File: src/rtl/alu_issue.sv
// Issue stage in front of a registered ALU: one op in flight at a time.
// Reads the register file, drives the ALU, then writes the result back and strobes wb_valid.
module alu_issue #(
  parameter int NREGS = 16,
  parameter int RAW   = 4,
  parameter int XLEN  = 32
) (
  input  logic            clk,
  input  logic            rst,
  input  logic            in_valid,
  output logic            in_ready,
  input  logic [3:0]      in_fn,
  input  logic [RAW-1:0]  in_rd,
  input  logic [RAW-1:0]  in_rs1,
  input  logic [RAW-1:0]  in_rs2,
  input  logic            in_use_imm,
  input  logic [XLEN-1:0] in_imm,
  output logic            alu_en,
  output logic [3:0]      alu_fn,
  output logic [XLEN-1:0] alu_src1,
  output logic [XLEN-1:0] alu_src2,
  input  logic [XLEN-1:0] alu_res,
  output logic            wb_valid,
  output logic [RAW-1:0]  wb_rd,
  output logic [XLEN-1:0] wb_data,
  input  logic [RAW-1:0]  dbg_addr,
  output logic [XLEN-1:0] dbg_data
);

  typedef enum logic [1:0] {IDLE, ISSUE, WAIT} state_t;

  state_t          state;
  logic [XLEN-1:0] regs [NREGS];
  logic [RAW-1:0]  rd_p0;
  logic [XLEN-1:0] rs1_val;
  logic [XLEN-1:0] rs2_val;

  // r0 is hardwired to zero on every read path.
  assign rs1_val  = (in_rs1 == '0)   ? '0 : regs[in_rs1];
  assign rs2_val  = (in_rs2 == '0)   ? '0 : regs[in_rs2];
  assign dbg_data = (dbg_addr == '0) ? '0 : regs[dbg_addr];
  assign in_ready = !rst && (state == IDLE);

  always_ff @(posedge clk or posedge rst) begin
    if (rst) begin
      state    <= IDLE;
      alu_en   <= 1'b0;
      alu_fn   <= '0;
      alu_src1 <= '0;
      alu_src2 <= '0;
      wb_valid <= 1'b0;
      wb_rd    <= '0;
      wb_data  <= '0;
      rd_p0    <= '0;
      for (int i = 0; i < NREGS; i++) regs[i] <= '0;
    end else begin
      wb_valid <= 1'b0;
      case (state)
        // p0: accept and read operands
        IDLE: begin
          if (in_valid) begin
            alu_fn   <= in_fn;
            alu_src1 <= rs1_val;
            alu_src2 <= in_use_imm ? in_imm : rs2_val;
            alu_en   <= 1'b1;
            rd_p0    <= in_rd;
            state    <= ISSUE;
          end
        end
        // p1: ALU captures its operands on this edge
        ISSUE: begin
          alu_en <= 1'b0;
          state  <= WAIT;
        end
        // p2: ALU result is valid, write back
        WAIT: begin
          if (rd_p0 != '0) regs[rd_p0] <= alu_res;
          wb_valid <= 1'b1;
          wb_rd    <= rd_p0;
          wb_data  <= alu_res;
          state    <= IDLE;
        end
        default: state <= IDLE;
      endcase
    end
  end

endmodule
File: config.mk
export PLATFORM = sky130hd
export DESIGN_NAME = alu_issue
export DESIGN_NICKNAME = d
export VERILOG_FILES = /design/src/rtl/alu_issue.sv
export SDC_FILE = /design/constraint.sdc
export NUM_CORES = 2
export LEC_CHECK = 0
export CAP_MARGIN = 0
export CORE_MARGIN = 8
export CORE_UTILIZATION = 40
export DETAILED_ROUTE_END_ITERATION = 16
export GPL_TIMING_DRIVEN = 0
export PLACE_DENSITY = 0.64
export SLEW_MARGIN = 10
export SYNTH_ARGS = -nofsm -noshare
export SYNTH_HDL_FRONTEND = slang
export SYNTH_SLANG_ARGS = --single-unit
File: constraint.sdc
create_clock -name clk -period 31.4 [get_ports clk]
set_input_delay 9.42 -clock clk [delete_from_list [all_inputs] [get_ports clk]]
set_output_delay 9.42 -clock clk [all_outputs]
set_load 0.01 [all_outputs]
==> impl_metrics.toml <==
[placed_design]
dp_hpwl_um = 93400
routabilityCongestion = 0.942
io_buffers = 218

[layout]
layout.nets = 2951
synthToLayoutAreaGrowth_pct = 17.5
fill_cells = 7645
finish.utilization_pct = 47.4
drive_above_1_share_pct = 35.7

[cts]
cts_tree = "done"
h-tree-depth = 3
worstSkewPairLatency_ns = 0.65
ctsRootBufferMaster = "clkbuf_16"
cts_buffers = 71
cts_resized = 0
clock-sinks = 624
clk_path_buf_depth = 3
clkTransAtPathRegs_ns = 0.05
post_cts_buffers = 0
holdBufCountCts = 0

[timing]
rsz0062_at_grt = "no"
slew-limit-headroom_pct = 1.53
clock_skew_ns = 0.0365
worst_slew_pin_slew_ns = 1.47
timing.final.setup_violations = 0
fin_crit_sh_pct = 71.3
hold_viol = 0
period_minus_slack_ns = 22.38
fmax_mhz = 44.7
maxSlewViolCount = 0

[global_route]
antenna_found_initial = 6
grt_start_max_net_pins = 119
grt_usage_pct = 27.4
grt_pass1_vias = 27900
grt_pass1_wl_um = 197000
grt.overflow.total = 0

[die]
io_pins = 227
dieArea_sq_mm = 0.0971
dieHeight_um = 312
die_w_um = 312
initial_utilization_pct = 40.3
num_rows = 108
coreArea_sq_mm = 0.0868

[logic_synthesis]
seq_area_frac_synth_pct = 44.7
synth_top_area_share_pct = 44.7
syn-num-nets = 2655
netlist_instances = 2567
async_flop_share_pct = 100
synth_enable_flop_cells = 0
yosys-top-cells-area = "dfrtp_1, mux2_2, mux4_2"
synth_top_area_cell = "dfrtp_1"
ys_types = 37
syn_area_sq_mm = 0.0350
synth_ff_type = "dfrtp_1"
yosys_warnings = 0
synth_seq_cells = 624
syn_avg_cell_area_sq_um = 13.6

[critical_path]
crit_chain = "clkdlybuf4s50_1 -> buf_4 -> buf_4 -> buf_2 -> buf_2 -> a221o_1 -> a21oi_1 -> a21oi_1 -> clkdlybuf4s50_1"
worst_setup_path_end_kind = "output port"
path_max_fanout = 10
crit_path_top_delay_cell = "clkdlybuf4s50_1"
crit_family = "buffers and inverters"
worstRegToRegCells = 6
slowest_delay_ns = 0.63
crit_required_ns = 21.98
timing.rr.start = "state[0]$_DFFE_PP0P_"
ff2ff_setup_slack_ns = 27.75
cp.arrival_ns = 12.96
critical_path_class = "in -> out"
r2r-end = "alu_src2[10]$_DFFE_PP0P_"
cp-start-kind = "input pin"
crit_buf_inv = 6

[detailed_routing]
drtPass1Iterations = 6
ant_nets = 0
drt-initial-drc-count = 3294
drc = 0
num_vias = 26400
drt_wl_total_um = 136000
wl_per_cell_um = 33.5
via_per_inst = 6.48

[flow_run]
drv_cap = 0

[pwr]
leakage_nw = 17.2
power_density_mw_per_mm2 = 83.3
total_power_w = 0.00342
ir_drop_mv = 0.0445

[min_path]
min_from = "regs[493]$_DFFE_PP0P_"
whs_path_depth = 1
holdPathEnd = "regs[493]$_DFFE_PP0P_"
hold_class = "reg -> reg"

[outcome]
outcome = "complete, no violations"
## power breakdown
group | internal (W) | switching, W | leakage [nW] | total (W)
sequential | 0.00112 | 0.000328 | 7.77 | 0.00145
clock | 0.000495 | 0.000353 | 1.15 | 0.000848
combinational | 0.000688 | 0.000440 | 8.28 | 0.00113
total | 0.00230 | 0.00112 | 17.2 | 0.00342
## state kept, by name, indices dropped and copies added, names as in the netlist
| name | flops |
|---|---|
| regs | 512 |
| state | 2 |
| rd_p0 | 4 |
| wb_valid | 1 |
| alu_src2 | 32 |
| alu_src1 | 32 |
| wb_data | 32 |
| wb_rd | 4 |
| alu_fn | 4 |
| alu_en | 1 |
## worst max path at each step
stage                      startpoint                  endpoint  slack (ns)  cells after the start
final                     dbg_addr[0]              dbg_data[12]        9.02                      9
after global routing      dbg_addr[0]              dbg_data[12]        8.96                      9
after CTS                 dbg_addr[0]              dbg_data[12]        9.06                      9
after detailed placement  dbg_addr[0]              dbg_data[12]        9.04                      9
after global placement            rst  alu_src2[13]$_DFFE_PP0P_       -2.52                      2
after floorplan                   rst        alu_en$_DFFE_PP0P_        4.50                      1
## synth_stat cells (2+ instances only)
cell type	count
a221o_1	64
buf_6	3
a32oi_1	31
mux4_2	255
nand3_1	35
nor3b_1	2
mux2_2	540
buf_1	32
buf_2	78
nand3b_1	2
and3_1	2
o21ai_0	32
mux2_1	5
inv_1	3
nor2_1	36
nor2b_1	8
nor3_1	4
a22oi_1	64
nand2_1	142
o221ai_2	30
a21oi_1	96
nand4_1	2
dfrtp_1	624
mux2i_1	225
buf_4	16
nand2b_1	64
clkbuf_1	162
## cells by family (layout without fill, tap and decap cells)
| family | count (synthesis) | in the layout | share of synthesized area [%] |
|---|---|---|---|
| compound gates | 320 | 320 | 7.17 |
| buf+inv | 296 | 646 | 3.70 |
| flops | 624 | 624 | 44.7 |
| mux | 1025 | 1025 | 40.4 |
| other cells | 0 | 3 | 0 |
| simple gates | 302 | 302 | 4.05 |
## per-layer routing
layer,up-vias,share of wire [%],GRT usage [%]
met1,13600,38,34.3
met2,1850,45,41.7
li1,10400,-,-
met3,513,11,9.14
met5,-,0.026,0
met4,6,6.2,14.9
## layout by cell type (no fill, tap or decap), types with 64 or more instances in the layout
cell / instances
clkbuf_1: 179
a21oi_1: 96
buf_2: 79
clkbuf_16: 72
clkdlybuf4s50_1: 218
a221o_1: 64
mux2_2: 540
a22oi_1: 64
nand2b_1: 64
mux4_2: 255
mux2i_1: 225
nand2_1: 142
dfrtp_1: 624
## layout make-up
cell class	count	area [sq um]	share of cell area (%)
Antenna cell	3	7.51	0.0183
Buffer	292	1280	3.12
Clock buffer	102	2030	4.95
Clock inverter	25	312	0.758
Inverter	4	22.5	0.0548
Multi-Input combinational cell	1647	18100	43.9
Sequential cell	624	15600	38.0
Tap cell	1155	1450	3.52
Timing Repair Buffer	223	2320	5.65
## metrics by stage
stage / hold slack, ns / cell area, sq um / worst slack, ns / setup TNS (ns) / instances
floorplan: 0.425 / 35000 / 4.50 / 0 / 2567
global placement: 0.435 / 38600 / -2.52 / -1501.67 / 3940
detailed placement: 0.443 / 38700 / 9.04 / 0 / 3945
CTS: 0.460 / 41100 / 9.06 / 0 / 4072
global route: 0.467 / 41100 / 8.96 / 0 / 4074
finish: 0.457 / 41100 / 9.02 / 0 / 4075
Note: power is estimated with default switching activity, not from simulation.
